$ cat src/rtl/seq_pkg.sv
// Shared types and constants for the serial pattern transmitter and the sequence-detector family.
package seq_pkg;

    typedef enum logic [1:0] {
        TX_IDLE = 2'd0,
        TX_SEND = 2'd1,
        TX_GAP  = 2'd2
    } tx_state_t;

    // Reference pattern of the "101" Moore detector driven by bit_out
    localparam int unsigned DET_PAT_LEN = 3;
    localparam logic [2:0]  DET_PATTERN = 3'b101;

    // Moore detector state encodings (non-overlapping "101")
    localparam logic [1:0] DET_S0   = 2'd0;
    localparam logic [1:0] DET_S1   = 2'd1;
    localparam logic [1:0] DET_S10  = 2'd2;
    localparam logic [1:0] DET_S101 = 2'd3;

endpackage

$ cat src/rtl/seq_pattern_tx_if.sv
// Parallel word handshake into the pattern transmitter.
interface seq_pattern_tx_if #(
    parameter int unsigned WIDTH = 8,
    parameter int unsigned LEN_W = 4
);
    logic             in_valid;
    logic             in_ready;
    logic [WIDTH-1:0] in_data;
    logic [LEN_W-1:0] in_len;

    modport master (output in_valid, output in_data, output in_len, input  in_ready);
    modport slave  (input  in_valid, input  in_data, input  in_len, output in_ready);
endinterface

$ cat src/rtl/bit_tick_div.sv
// Bit-period divider: counts DIV-1 down to 0 while enabled, ticking on the last clock of a period.
module bit_tick_div #(
    parameter int unsigned DIV = 1
) (
    input  logic clk,
    input  logic rst,
    input  logic clr,
    input  logic en,
    output logic tick_c,
    output logic pre_tick_c
);
    localparam int unsigned CNT_W = (DIV > 1) ? $clog2(DIV) : 1;
    localparam logic [CNT_W-1:0] CNT_LOAD = CNT_W'(DIV - 1);

    logic [CNT_W-1:0] cnt_q;
    logic [CNT_W-1:0] cnt_d;

    // Reload on clear or at period end, otherwise count down
    always_comb begin
        cnt_d = cnt_q;
        if (clr) begin
            cnt_d = CNT_LOAD;
        end else if (en) begin
            cnt_d = (cnt_q == '0) ? CNT_LOAD : cnt_q - CNT_W'(1);
        end
    end

    // Counter register
    always_ff @(posedge clk) begin
        if (rst) cnt_q <= CNT_LOAD;
        else     cnt_q <= cnt_d;
    end

    assign tick_c     = en && (cnt_q == '0);
    // Next clock is the last of the period; never true when each period is one clock
    assign pre_tick_c = (DIV > 1) && en && (cnt_q == CNT_W'(1));
endmodule

$ cat src/rtl/seq_pattern_tx.sv
// Serial pattern transmitter: accepts a word, shifts its low len bits out MSB-first, then idles GAP bit-periods.
module seq_pattern_tx
    import seq_pkg::*;
#(
    parameter int unsigned WIDTH = 8,
    parameter int unsigned LEN_W = 4,
    parameter int unsigned DIV   = 1,
    parameter int unsigned GAP   = 0
) (
    input  logic                  clk,
    input  logic                  rst,
    seq_pattern_tx_if.slave       in_if,
    output logic                  bit_out,
    output logic                  bit_valid,
    output logic                  busy,
    output logic                  done
);
    localparam logic [1:0] S_IDLE = TX_IDLE;
    localparam logic [1:0] S_SEND = TX_SEND;
    localparam logic [1:0] S_GAP  = TX_GAP;
    localparam logic [1:0] S_AFTER = (GAP > 0) ? S_GAP : S_IDLE;

    localparam int unsigned GAP_W = (GAP > 1) ? $clog2(GAP) : 1;
    localparam logic [GAP_W-1:0] GAP_LOAD = GAP_W'((GAP > 0) ? GAP - 1 : 0);

    logic [1:0]       state_q,   state_d;
    logic [WIDTH-1:0] shift_q,   shift_d;
    logic [LEN_W-1:0] idx_q,     idx_d;
    logic [GAP_W-1:0] gap_q,     gap_d;
    logic             bit_out_q, bit_out_d;
    logic             done_q,    done_d;

    logic [LEN_W-1:0] len_eff_c;
    logic [WIDTH-1:0] shifted_c;
    logic             accept_c;
    logic             tick_c;
    logic             pre_tick_c;
    logic             div_clr_c;
    logic             div_en_c;

    assign div_clr_c = (state_q == S_IDLE);
    assign div_en_c  = (state_q != S_IDLE);

    bit_tick_div #(.DIV(DIV)) u_div (
        .clk        (clk),
        .rst        (rst),
        .clr        (div_clr_c),
        .en         (div_en_c),
        .tick_c     (tick_c),
        .pre_tick_c (pre_tick_c)
    );

    // Next-state, shift register and done pulse
    always_comb begin
        state_d   = state_q;
        shift_d   = shift_q;
        idx_d     = idx_q;
        gap_d     = gap_q;
        bit_out_d = bit_out_q;
        done_d    = 1'b0;

        len_eff_c = (in_if.in_len > LEN_W'(WIDTH)) ? LEN_W'(WIDTH) : in_if.in_len;
        accept_c  = in_if.in_valid && in_if.in_ready;
        shifted_c = shift_q << 1;

        case (state_q)
            S_IDLE: begin
                if (accept_c) begin
                    gap_d = GAP_LOAD;
                    if (len_eff_c == '0) begin
                        done_d    = 1'b1;
                        bit_out_d = 1'b0;
                        state_d   = S_AFTER;
                    end else begin
                        // MSB-align the live bits so the current bit is always the top one
                        shift_d   = in_if.in_data << (LEN_W'(WIDTH) - len_eff_c);
                        bit_out_d = shift_d[WIDTH-1];
                        idx_d     = len_eff_c - LEN_W'(1);
                        done_d    = (len_eff_c == LEN_W'(1)) && (DIV == 1);
                        state_d   = S_SEND;
                    end
                end
            end
            S_SEND: begin
                if (tick_c) begin
                    if (idx_q == '0) begin
                        bit_out_d = 1'b0;
                        gap_d     = GAP_LOAD;
                        state_d   = S_AFTER;
                    end else begin
                        shift_d   = shifted_c;
                        bit_out_d = shifted_c[WIDTH-1];
                        idx_d     = idx_q - LEN_W'(1);
                        done_d    = (idx_q == LEN_W'(1)) && (DIV == 1);
                    end
                end else begin
                    done_d = (idx_q == '0) && pre_tick_c;
                end
            end
            S_GAP: begin
                bit_out_d = 1'b0;
                if (tick_c) begin
                    if (gap_q == '0) state_d = S_IDLE;
                    else             gap_d   = gap_q - GAP_W'(1);
                end
            end
            default: begin
                bit_out_d = 1'b0;
                state_d   = S_IDLE;
            end
        endcase
    end

    // State and datapath registers
    always_ff @(posedge clk) begin
        if (rst) begin
            state_q   <= S_IDLE;
            shift_q   <= '0;
            idx_q     <= '0;
            gap_q     <= '0;
            bit_out_q <= 1'b0;
            done_q    <= 1'b0;
        end else begin
            state_q   <= state_d;
            shift_q   <= shift_d;
            idx_q     <= idx_d;
            gap_q     <= gap_d;
            bit_out_q <= bit_out_d;
            done_q    <= done_d;
        end
    end

    assign in_if.in_ready = (state_q == S_IDLE) && !rst;
    assign bit_out        = bit_out_q;
    assign bit_valid      = (state_q == S_SEND);
    assign busy           = (state_q != S_IDLE);
    assign done           = done_q;
endmodule

$ cat src/flat_wrapper.sv
// flat-port wrapper written by rule: the top's interface ports become plain ports
module seq_pattern_tx_flat import seq_pkg::*;
#(
    parameter int unsigned WIDTH = 8,
    parameter int unsigned LEN_W = 4,
    parameter int unsigned DIV   = 1,
    parameter int unsigned GAP   = 0
)
  (clk, rst, bit_out, bit_valid, busy, done, in_if_in_valid, in_if_in_data, in_if_in_len, in_if_in_ready);
  seq_pattern_tx_if #(.WIDTH(WIDTH), .LEN_W(LEN_W)) in_if_i ();
  input  logic clk;
  input  logic rst;
  output logic bit_out;
  output logic bit_valid;
  output logic busy;
  output logic done;
  input wire logic [$bits(in_if_i.in_valid)-1:0] in_if_in_valid;
  input wire logic [$bits(in_if_i.in_data)-1:0] in_if_in_data;
  input wire logic [$bits(in_if_i.in_len)-1:0] in_if_in_len;
  output wire logic [$bits(in_if_i.in_ready)-1:0] in_if_in_ready;
  assign in_if_i.in_valid = in_if_in_valid;
  assign in_if_i.in_data = in_if_in_data;
  assign in_if_i.in_len = in_if_in_len;
  assign in_if_in_ready = in_if_i.in_ready;
  seq_pattern_tx #(.WIDTH(WIDTH), .LEN_W(LEN_W), .DIV(DIV), .GAP(GAP)) u_core (.clk(clk), .rst(rst), .in_if(in_if_i), .bit_out(bit_out), .bit_valid(bit_valid), .busy(busy), .done(done));
endmodule
$ cat config.mk
export PLATFORM = sky130hd
export DESIGN_NAME = seq_pattern_tx_flat
export DESIGN_NICKNAME = d
export VERILOG_FILES = /design/src/rtl/seq_pkg.sv /design/src/rtl/seq_pattern_tx_if.sv /design/src/rtl/bit_tick_div.sv /design/src/rtl/seq_pattern_tx.sv /design/src/flat_wrapper.sv
export SDC_FILE = /design/constraint.sdc
export NUM_CORES = 1
export LEC_CHECK = 0
export ABC_CLOCK_PERIOD_IN_PS = 3050
export CAP_MARGIN = 20
export CORE_ASPECT_RATIO = 0.5
export CORE_UTILIZATION = 45
export DETAILED_ROUTE_END_ITERATION = 10
export GPL_ROUTABILITY_DRIVEN = 0
export HOLD_SLACK_MARGIN = 0.06
export MAX_ROUTING_LAYER = met4
export PLACE_DENSITY = 0.68
export REMOVE_ABC_BUFFERS = 1
export SETUP_SLACK_MARGIN = 0.02
export SLEW_MARGIN = 20
export SYNTH_ARGS = -nofsm -noshare
export SYNTH_HDL_FRONTEND = slang
export SYNTH_HIERARCHICAL = 1
export SYNTH_SLANG_ARGS = --single-unit
export TNS_END_PERCENT = 20
$ cat constraint.sdc
create_clock -name clk -period 3.05 [get_ports clk]
set_input_delay 0.61 -clock clk [delete_from_list [all_inputs] [get_ports clk]]
set_output_delay 0.61 -clock clk [all_outputs]
set_load 0.1 [all_outputs]
Yosys cells after proc, flatten, opt, wreduce, memory -nomap -nowiden
Cells that the tools add are included.
{"block": "totals", "ff_bits": 17, "in_bits": 15, "output_inout_bits": 5, "word_cells": 76}
{"block": "classes", "add_sub_neg": 5, "order_cmp": 1, "eq_ne": 11, "shift": 1, "mux": 35, "bitwise": 1, "n_reduce_logical": 15}
{"cell": "$mux 7", "n": 4}
{"cell": "$mux 4", "n": 5}
{"cell": "$mux 1", "n": 15}
{"cell": "$reduce_and 5->1", "n": 3}
{"cell": "$pmux 7 s2", "n": 1}
{"cell": "$mux 2", "n": 5}
{"cell": "$eq 4x1->1 const B", "n": 2}
{"cell": "$logic_not 4->1", "n": 2}
{"cell": "$ne 2x1->1 const B", "n": 4}
{"cell": "$pmux 4 s2", "n": 1}
{"cell": "$shl 8x4->8", "n": 1}
{"cell": "$sub 4x1->4 const B", "n": 2}
{"cell": "$ne 2x2->1 const B", "n": 3}
{"cell": "$pmux 2 s3", "n": 1}
{"cell": "$gt 4x4->1 const B", "n": 1}
{"cell": "$pmux 1 s2", "n": 2}
{"cell": "$reduce_bool 2->1", "n": 2}
{"cell": "$sub 4x4->4 const A", "n": 1}
{"cell": "$logic_and 1x1->1", "n": 3}
{"cell": "$pmux 1 s3", "n": 1}
{"cell": "$reduce_bool 3->1", "n": 1}
{"cell": "$eq 2x1->1 const B", "n": 1}
{"cell": "$eq 2x2->1 const B", "n": 1}
{"cell": "$logic_not 2->1", "n": 1}
{"cell": "5 further kinds", "n": 6}

Depth between registers and ports, before layout
Gate-level depths: netlist of run 1.
{"block": "depth", "depth_word": 7, "ltp_mapped": 9, "ltp_nobuf": 8}

By module
Netlist of run 1, hierarchy kept.
{"mod": "seq_pattern_tx", "n_inst": 1, "cells_each": 139, "area_per_inst_um2": 1177.4, "seq_area_each_um2": 280.3}
{"mod": "bit_tick_div", "n_inst": 1, "cells_each": 3, "area_per_inst_um2": 18.8, "seq_area_each_um2": 0.0}

Worst setup path after synthesis of run 1
Ideal clock, no wire load.
{"block": "synth_path", "path_kind": "register to output", "start": "register u_core.state_q[0]", "end": "output port in_if_in_ready", "arrival_ns": 2.309, "required_ns": 2.440, "path_slack_ns": 0.131, "path_stages_with_launch": 3, "n_path_buf": 1, "path_cell_list": "dfxtp_1 -> buf_2 -> nor2_1"}
{"block": "synth_via", "elab_chain_cells": 2}
{"item": "from (decl)", "line_no": "seq_pattern_tx.sv:26", "source": "logic [1:0] state_q, state_d;"}
{"item": "from (signal assigned)", "line_no": "seq_pattern_tx.sv:124", "source": "state_q <= state_d;"}
{"item": "$logic_not 2->1", "line_no": "seq_pattern_tx.sv:133", "source": "assign in_if.in_ready = (state_q == S_IDLE) && !rst;"}
{"item": "$logic_and 1x1->1", "line_no": "seq_pattern_tx.sv:133"}
{"item": "to (decl)", "line_no": "flat_wrapper.sv:20", "source": "output wire logic [$bits(in_if_i.in_ready)-1:0] in_if_in_ready;"}
Every way passes these cells.

Final worst setup path of run 1
{"block": "layout_path", "start": "input port in_if_in_len[3]", "end": "register u_core.shift_q[4]"}
{"block": "layout_via", "elab_chain_cells": 7, "word_cells_on_any_way": 10, "cone_classes": "add/sub: 1; order compare: 1; eq/ne: 1; shift: 1; mux: 4; reduce/logical: 2"}
{"item": "from (decl)", "line_no": "flat_wrapper.sv:19", "source": "input wire logic [$bits(in_if_i.in_len)-1:0] in_if_in_len;"}
{"item": "$gt 4x4->1", "line_no": "seq_pattern_tx.sv:62", "source": "len_eff_c = (in_if.in_len > LEN_W'(WIDTH)) ? LEN_W'(WIDTH) : in_if.in_len;"}
{"item": "$mux 4 (*)", "line_no": "seq_pattern_tx.sv:62"}
{"item": "$sub 4x4->4", "line_no": "seq_pattern_tx.sv:76", "source": "shift_d = in_if.in_data << (LEN_W'(WIDTH) - len_eff_c);"}
{"item": "$shl 8x4->8", "line_no": "seq_pattern_tx.sv:76"}
{"item": "$mux 7", "line_no": "seq_pattern_tx.sv:70", "source": "if (len_eff_c == '0) begin"}
{"item": "$mux 7", "line_no": "seq_pattern_tx.sv:68", "source": "if (accept_c) begin"}
{"item": "$pmux 7 s2", "line_no": "seq_pattern_tx.sv:66", "source": "case (state_q)"}
{"item": "to (signal assigned)", "line_no": "seq_pattern_tx.sv:125", "source": "shift_q <= shift_d;"}
{"item": "to (decl)", "line_no": "seq_pattern_tx.sv:27", "source": "logic [WIDTH-1:0] shift_q, shift_d;"}
Mark *: on every way between the ends. The rest lies on a longest branch, timed or not. The select of a mux whose other input is x is not followed.
A chain may end at the register's enable or synchronous reset.

==> key figures, run 1 <==
Run status
  – Outcome: finished clean

Cells and area
  – Post-Layout Inst Area: roughly 1500 µm²
  – Post-layout util: 63.0%
  – Layout cell share with drive strength beyond 1: 20.9%
  – Finished Layout Cells: 198
  – Footprint of the multi-input gates: 828 µm²
  – # fillers: 216
  – Layout area overhead: 24.1%
  – Final nets: 183
  – Register Area: about 280 µm²
  – Antenna Cells: 0

Global routing
  – First-pass GRT wire length: roughly 4500 µm
  – Vias in the first global route: 942
  – Tot GR Track Use: about 22%
  – Initial antenna violation count: 0
  – GR Overflow Total: 0
  – Largest net degree at the start of global routing: 17

Timing
  – Final Cycle Share: 85.2%
  – Final Critical Period: approximately 2.6 ns
  – Setup violators final: 0
  – F_max: 385 MHz
  – Final count of hold timing violations: 0
  – Worst Tran Pin Value: 0.573 ns
  – Final slew viol count: 0
  – Worst Clk Skew: about 0.0035 ns
  – Max_slew headroom: 61.7%
  – WHS: 0.460 ns
  – Unrepaired setup endpoints after global routing: no

Clock network
  – Clock latency on the worst-skew pair: 0.25 ns
  – CTS Sinks: 14
  – Postcts setup bufs: 0
  – CTS Buf Count: 3
  – H-tree depth: 1
  – Reg clk slew, reported paths: approximately 0.060 ns
  – Clock Tree Root: clkbuf_8
  – CTS resizes: 0
  – Hold-fix buffers, CTS: 0
  – CTS tree: yes
  – Max clock buf depth: 2

Setup path
  – Crit path capture: u_core/shift_q[4]
  – Worst-path fanout max: 11
  – Arr. time, crit path: 2.76 ns
  – Critical Path Start Type: primary input
  – Worst r2r path cells: 7
  – WP depth: 8
  – WS Path Type: in -> reg
  – CP Launch Point: in_if_in_len[3]
  – Required time of the critical path: between 3 and 4 ns
  – CP delay by family, top: buffers and inverters
  – Crit. End Element: flop
  – Worst R2R Start: u_core/idx_q[0]
  – R2r endpoint: u_core/shift_q[4]
  – Reg2Reg Setup Slack: around 1.1 ns
  – Slowest stage delay, CP: 0.48 ns
  – Slowest cell on the critical path: clkdlybuf4s50_1
  – WP buf/inv: 2
  – Crit-path cells: clkdlybuf4s50_1 -> nand2b_1 -> ha_1 -> or3b_4 -> a2bb2oi_4 -> buf_4 -> a21oi_1 -> a211oi_2

Synthesis
  – FFs w/ async S/R, synth: 0%
  – Synth cell types: just under 50
  – Yosys reg bits: 14
  – Yosys warning total: 6
  – Post-Syn Area: 1200 µm²
  – Sequential fraction of the synthesis area: a little under a quarter
  – EDFF count, synth: 0
  – Syn Area/Cell: roughly 8.4 µm²
  – Synth top area share: a little under a quarter
  – Main synth FF type: dfxtp_1
  – Top cells by area, synth: dfxtp_1, mux4_2, a21oi_1, mux2i_1, ha_1
  – Dominant cell type by area after synthesis: dfxtp_1
  – Post-Syn Instances: around 140

Route
  – DRC violations left: 0
  – Starting DRT DRC Count: 73
  – Via count: between 1k and 1.5k
  – Final WL: ~2800 µm
  – Vias per inst: 5.63
  – First-pass iteration count of the detailed router: 4
  – Post-DR wirelength/cell: between 10 and 15 µm
  – ANT nets after route: 0

Power
  – Leakage: ~0.53 nW
  – VDD IR max: about 0.00023 V
  – Tot Pwr: around 0.00065 W
  – Power Dens Cells: around 440 nW/µm²

Run
  – Max_cap viols: 0

Place
  – Placed Instances: slightly below 200
  – DP HPWL: roughly 2100 µm
  – PortBufs: 19
  – Dpl cell area: 1430 µm²

Floorplan
  – Initial Util: 50.7%
  – Die ar.: between 2000 and 3000 µm²
  – I/O Pins: 20
  – Die Ht: 38.5 µm
  – Core ar.: about 2400 µm²
  – Std-Cell Rows: 12
  – Die Span X: 74.9 µm

Hold path
  – Hold path cells: 2
  – Worst Hold Class: reg -> reg
sequential cells by signal, indices dropped and copies added (netlist names):
name / cells
u_core/shift_q: 7
u_core/idx_q: 4
u_core/bit_out: 1
u_core/done: 1
u_core/state_q: 1
metrics by stage:
stage	setup slack (ns)	setup TNS, ns
after global placement	0.308	0
after detailed placement	0.212	0
after CTS	0.468	0
after floorplan	-0.945	-4.20
after global routing	0.309	0
final	0.452	0
cell usage in the layout, fill, tap and decap left out, types with 2 or more instances in the layout:
master	n
ha_1	4
o21ai_0	2
nand3_1	6
mux4_2	3
a211oi_2	3
clkbuf_8	4
nor3b_2	2
dfxtp_1	14
o22ai_1	3
o211ai_1	4
nand2_1	12
inv_1	6
nor3_1	4
a311oi_1	2
nor2b_1	3
nor2_1	13
buf_4	12
o21bai_1	2
clkdlybuf4s50_1	14
a31oi_1	2
a21oi_1	13
a21oi_2	2
mux2i_1	6
o21ai_1	3
cell type report:
type | instances | area share, %
well taps | 35 | 2.95
multi-input cells | 111 | 55.8
inverters | 7 | 1.77
clock buffers | 4 | 3.71
repair buffers | 27 | 16.9
flip-flops and latches | 14 | 18.9
worst reg2reg max path, cell delays in order (launching register included):
cell and delay (ns):
dfxtp_1 0.35, inv_1 0.07, ha_1 0.22, nor3b_2 0.44, a2bb2oi_4 0.33, buf_4 0.19, a21oi_1 0.04, a211oi_2 0.26
synth_stat cells, types with 2 or more instances:
cell and number:
clkbuf_1 3, o21ai_1 3, a311oi_1 2, nor2_1 13
nand2_1 12, nand3_1 6, nor3b_2 2, o211ai_1 4
ha_1 4, a21oi_1 13, a21oi_2 2, a211oi_2 3
inv_1 6, mux4_2 3, a31oi_1 2, dfxtp_1 14
o21bai_1 2, o21ai_0 2, buf_4 4, o22ai_1 3
nor2b_1 3, nor3_1 4, mux2i_1 6
logic make-up (layout without fill, tap and decap cells):
group / Yosys count / count (layout) / share of synthesized area, %
AOI/OAI and AO/OA: 46 / 46 / 29.1
and+or+nand+nor: 49 / 49 / 22.0
muxes: 9 / 9 / 10.7
DFF: 14 / 14 / 23.4
other: 1 / 1 / 0.314
adders and majority gates: 4 / 4 / 4.18
xor gates and xnor gates: 2 / 2 / 3.03
buffers and inverters: 17 / 38 / 7.32
per-layer routing:
metal	global-route usage [%]	vias up	wire, µm
met5	-	-	0
met4	2.83	0	13
met3	3.16	2	156
met2	32.4	31	1120
met1	32.2	511	1490
li1	-	570	-
how the worst min path moves through the flow:
stage | start | end | slack, ns
floorplan | u_core/shift_q[0] | u_core/shift_q[0] | 0.43
global placement | u_core/shift_q[0] | u_core/shift_q[0] | 0.45
detailed placement | u_core/shift_q[0] | u_core/shift_q[0] | 0.45
CTS | u_core/shift_q[0] | u_core/shift_q[0] | 0.46
global route | u_core/shift_q[0] | u_core/shift_q[0] | 0.47
finish | u_core/shift_q[2] | u_core/shift_q[3] | 0.46
power by group:
group / leakage (nW) / switching [W] / internal (W)
sequential: 0.115 / 0.0000169 / 0.000198
combinational: 0.391 / 0.000151 / 0.000106
clock: 0.0288 / 0.0000687 / 0.000114
total: 0.535 / 0.000237 / 0.000418
Note: power is estimated with default switching activity, not from simulation.
==> inputs of run 2 (changes only) <==
--- a/config.mk
+++ b/config.mk
@@ -7,13 +7,12 @@
 export LEC_CHECK = 0
 export ABC_CLOCK_PERIOD_IN_PS = 3050
 export CAP_MARGIN = 20
-export CORE_ASPECT_RATIO = 0.5
-export CORE_UTILIZATION = 45
+export CORE_UTILIZATION = 52
 export DETAILED_ROUTE_END_ITERATION = 10
 export GPL_ROUTABILITY_DRIVEN = 0
 export HOLD_SLACK_MARGIN = 0.06
 export MAX_ROUTING_LAYER = met4
-export PLACE_DENSITY = 0.68
+export PLACE_DENSITY = 0.77
 export REMOVE_ABC_BUFFERS = 1
 export SETUP_SLACK_MARGIN = 0.02
 export SLEW_MARGIN = 20
==> key figures, run 2 (same netlist as run 1, synthesis figures left out) <==
Cells and area
  – # fillers: ~190
  – Post-Layout Inst Area: ~1400 µm²
  – Most frequent cells in the layout: clkdlybuf4s50_1, dfxtp_1, nor2_1, a21oi_1, nand2_1
  – Register Area: about 280 µm²
  – Final nets: between 150 and 200
  – Layout cell share with drive strength beyond 1: about a fifth
  – Layout area overhead: 21.1%
  – Biggest registers after layout: u_core/shift_q x7, u_core/idx_q x4
  – Antenna Cells: 0
  – Max reg flops: 7
  – Top reg by flops: u_core/shift_q
  – Footprint of the multi-input gates: a little over 800 µm²

Timing
  – WHS: ~0.47 ns
  – Final Critical Period: 2.52 ns
  – Setup TNS: 0 ns
  – Max_slew headroom: 63.2%
  – Worst Clk Skew: a little over 0.007 ns
  – Final Cycle Share: between 80 and 90%
  – Unrepaired setup endpoints after global routing: no
  – Final slew viol count: 0
  – Worst Tran Pin Value: approximately 0.55 ns
  – Final count of hold timing violations: 0
  – Setup violators final: 0
  – F_max: a little under 400 MHz

Floorplan
  – Initial Util: 54.6%
  – Die Span X: roughly 50 µm
  – Die ar.: about 2500 µm²
  – Die Ht: 50.0 µm
  – Std-Cell Rows: 17
  – I/O Pins: 20
  – Core ar.: 2190 µm²

Clock network
  – CTS Sinks: 14
  – Reg clk slew, reported paths: 0.08 ns
  – CTS tree: yes
  – H-tree depth: 1
  – CTS Buf Count: 3
  – Clock Tree Root: clkbuf_4
  – Max clock buf depth: 2
  – Clock latency on the worst-skew pair: between 0.2 and 0.3 ns
  – Postcts setup bufs: 0
  – CTS resizes: 0
  – Hold-fix buffers, CTS: 0

Power
  – VDD IR max: between 0.0002 and 0.0003 V
  – Tot Pwr: approximately 0.0006 W
  – Power Dens Cells: between 400 and 500 nW/µm²
  – Leakage: ~0.52 nW

Global routing
  – Tot GR Track Use: between 20% and 30%
  – Initial antenna violation count: 0
  – First-pass GRT wire length: 4300 µm
  – Largest net degree at the start of global routing: 17
  – GR Overflow Total: 0
  – Vias in the first global route: ~1.0k

Route
  – Post-DR wirelength/cell: approximately 14 µm
  – Vias per inst: ~6.1
  – Starting DRT DRC Count: 29
  – Via count: between 1k and 1.5k
  – DRC violations left: 0
  – ANT nets after route: 0
  – Final WL: approximately 2600 µm
  – First-pass iteration count of the detailed router: 4

Setup path
  – Worst-path fanout max: 13
  – WS Path Type: in -> reg
  – Arr. time, crit path: 2.69 ns
  – Critical Path Start Type: primary input
  – Crit. End Element: flop
  – Required time of the critical path: between 3 and 4 ns

Hold path
  – Worst Hold Class: reg -> reg

Run
  – Max_cap viols: 0

Place
  – DP HPWL: 2060 µm
  – Dpl cell area: about 1400 µm²
  – PortBufs: 19

Run status
  – Outcome: finished clean
==> run 2: changes by cell type in the layout (fill, tap and decap cells not counted) <==
cell,change
clkbuf_4,+3
clkbuf_8,-3
buf_4,-1
==> run 2: path summary, 6_finish.rpt <==
check	startpoint	slack, ns	endpoint	cells past startpoint
min reg2reg	u_core/shift_q[2]	0.47	u_core/shift_q[3]	2
min	u_core/shift_q[2]	0.47	u_core/shift_q[3]	2
max	in_if_in_len[3]	0.53	u_core/shift_q[3]	8
max reg2reg	u_core/state_q[0]	1.06	u_core/idx_q[3]	6
==> run 2: where the power goes <==
group / total [W] / internal [W] / leakage [nW] / switching, W
Combinational: 0.000253 / 0.000105 / 0.387 / 0.000149
Sequential: 0.000214 / 0.000197 / 0.115 / 0.0000163
Clock: 0.000134 / 0.0000726 / 0.0210 / 0.0000610
Total: 0.000601 / 0.000375 / 0.523 / 0.000226
==> run 2: layout make-up <==
type / count / area share, %
well taps: 28 / 2.42
multi-input cells: 111 / 57.2
clock buffers: 4 / 2.50
inverters: 7 / 1.81
flip-flops and latches: 14 / 19.3
repair buffers: 26 / 16.8
==> run 2: layer usage <==
layer  up-vias  track usage [%]  wire length (µm)
met3         4            0.926               146
met5         -                -                 0
met1       544             27.5              1150
met2        47             41.7              1290
met4         0             7.14                33
li1        572                -                 -
==> run 2: worst max-delay path, cell delays in order <==
cell and delay (ns):
clkdlybuf4s50_1 0.49, nand2b_1 0.14, ha_1 0.28, or3b_4 0.45, a2bb2oi_4 0.34, nor2_1 0.14
a22oi_1 0.15, a21oi_1 0.08
==> run 2: per-stage QoR <==
stage | std cells | util [%] | worst slack (ns)
2_1_floorplan | 132 | - | -0.945
3_3_place_gp | 186 | 64.5 | 0.324
3_5_place_dp | 186 | 64.5 | 0.244
4_1_cts | 190 | 66.1 | 0.544
5_1_grt | 190 | 66.1 | 0.376
6_report | 190 | 66.1 | 0.532
==> inputs of run 3 (changes only) <==
--- a/config.mk
+++ b/config.mk
@@ -5,7 +5,7 @@
 export SDC_FILE = /design/constraint.sdc
 export NUM_CORES = 1
 export LEC_CHECK = 0
-export ABC_CLOCK_PERIOD_IN_PS = 3050
+export ABC_CLOCK_PERIOD_IN_PS = 2500
 export CAP_MARGIN = 20
 export CORE_UTILIZATION = 52
 export DETAILED_ROUTE_END_ITERATION = 10
==> constraint.sdc (replaced) <==
create_clock -name clk -period 2.5 [get_ports clk]
set_input_delay 0.5 -clock clk [delete_from_list [all_inputs] [get_ports clk]]
set_output_delay 0.5 -clock clk [all_outputs]
set_load 0.1 [all_outputs]
==> key figures, run 3 (same netlist as run 1, synthesis figures left out) <==
Route
  – DRC violations left: 0
  – Via count: ~1.2k
  – Vias per inst: 6.04
  – Starting DRT DRC Count: 52
  – Final WL: about 3000 µm
  – First-pass iteration count of the detailed router: 4
  – Post-DR wirelength/cell: about 15 µm
  – ANT nets after route: 0

Clock network
  – H-tree depth: 1
  – Clock Tree Root: clkbuf_4
  – Hold-fix buffers, CTS: 0
  – CTS tree: yes
  – CTS Sinks: 14
  – Reg clk slew, reported paths: 0.08 ns
  – CTS Buf Count: 3
  – CTS resizes: 0
  – Clock latency on the worst-skew pair: 0.29 ns
  – Postcts setup bufs: 0
  – Max clock buf depth: 2

Timing
  – Worst Tran Pin Value: around 0.50 ns
  – Final slew viol count: 0
  – Worst Clk Skew: 0.00352 ns
  – Final count of hold timing violations: 0
  – Max_slew headroom: ~67%
  – Final Critical Period: 2.38 ns
  – Final Cycle Share: between 90% and 100%
  – Setup violators final: 0
  – Unrepaired setup endpoints after global routing: no
  – F_max: roughly 420 MHz

Cells and area
  – # fillers: 190
  – Post-Layout Inst Area: roughly 1500 µm²
  – Register Area: ~280 µm²
  – Layout area overhead: 29.5%
  – Top reg by flops: u_core/shift_q
  – Final nets: between 150 and 200
  – Antenna Cells: 0
  – Finished Layout Cells: 200
  – Footprint of the multi-input gates: roughly 830 µm²
  – Commonest non-fill, non-tap cell in the layout: buf_4
  – Max reg flops: 7
  – Biggest registers after layout: u_core/shift_q x7, u_core/idx_q x4
  – Layout cell share with drive strength beyond 1: about a quarter
  – Most frequent cells in the layout: buf_4, clkdlybuf4s50_1, dfxtp_1

Power
  – Leakage: 0.577 nW
  – Tot Pwr: approximately 0.00077 W
  – VDD IR max: approximately 0.00032 V
  – Power Dens Cells: a little under 500 nW/µm²

Setup path
  – Slowest cell on the critical path: clkdlybuf4s50_1
  – Worst-path fanout max: 10
  – Crit-path cells: clkdlybuf4s50_1 -> nand2b_1 -> ha_1 -> or3b_4 -> a2bb2oi_4 -> nor2_1 -> a22oi_1 -> a21oi_1
  – WS Path Type: in -> reg
  – Slowest stage delay, CP: just over 0.5 ns
  – Required time of the critical path: roughly 2.7 ns
  – Critical Path Start Type: primary input
  – Crit. End Element: flop
  – Arr. time, crit path: 2.57 ns

Global routing
  – First-pass GRT wire length: between 5000 and 6000 µm
  – Largest net degree at the start of global routing: 17
  – Tot GR Track Use: between 20% and 30%
  – Vias in the first global route: 1184
  – GR Overflow Total: 0
  – Initial antenna violation count: 0

Place
  – Dpl cell area: between 1500 and 2000 µm²
  – DP HPWL: between 2000 and 2500 µm
  – Placed Instances: between 150 and 200
  – PortBufs: 19

Floorplan
  – I/O Pins: 20
  – Initial Util: between 50% and 60%
  – Core ar.: 2190 µm²
  – Die Ht: about 50 µm
  – Die Span X: 50.0 µm
  – Die ar.: ~2500 µm²
  – Std-Cell Rows: 17

Run
  – Max_cap viols: 0

Hold path
  – Worst Hold Class: reg -> reg

Run status
  – Outcome: finished clean
## run 3: final timing paths
path | from | endpoint | slack (ns) | cells past startpoint
worst min-delay path | u_core/shift_q[2] | u_core/shift_q[3] | 0.46 | 2
worst max-delay path | in_if_in_len[3] | u_core/shift_q[3] | 0.12 | 8
worst max register to register | u_core/idx_q[0] | u_core/shift_q[3] | 0.47 | 7
worst min register to register | u_core/shift_q[2] | u_core/shift_q[3] | 0.46 | 2
## run 3: final cells by class
cell class                 count  area share, %
multi-input combinational    111           53.5
timing repair buffer          36           22.1
sequential                    14           18.1
tap                           28           2.26
inverter                       7           1.70
clock buffer                   4           2.34
## run 3: metal layers
layer	wire, µm	vias up	global-route usage [%]
li1	-	589	-
met1	1200	558	30.2
met2	1560	53	49.5
met3	148	7	3.40
met4	63	0	12.4
met5	0	-	-
## run 3: per-stage QoR
stage	TNS [ns]	utilization (%)	worst slack, ns	hold WS, ns
2_1_floorplan	-11.46	-	-1.49	0.426
3_3_place_gp	-0.0860	69.0	-0.0419	0.441
3_5_place_dp	-0.656	69.0	-0.134	0.449
4_1_cts	0	70.7	0.172	0.462
5_1_grt	0	70.7	0.0396	0.495
6_report	0	70.7	0.116	0.460
## run 3: critical path: cells and delay by family
kind / cells / cell delay, ns
adder cells (fa/ha/maj): 1 / 0.24
buffers and inverters: 1 / 0.51
AND/OR/NAND/NOR: 3 / 0.73
AO/OA/AOI/OAI: 3 / 0.59
## run 3: where the power goes
| group | switching [W] | leakage (nW) | internal (W) |
|---|---|---|---|
| Clock | 0.0000802 | 0.0210 | 0.0000888 |
| Sequential | 0.0000190 | 0.115 | 0.000241 |
| Combinational | 0.000191 | 0.442 | 0.000150 |
| Total | 0.000290 | 0.577 | 0.000480 |
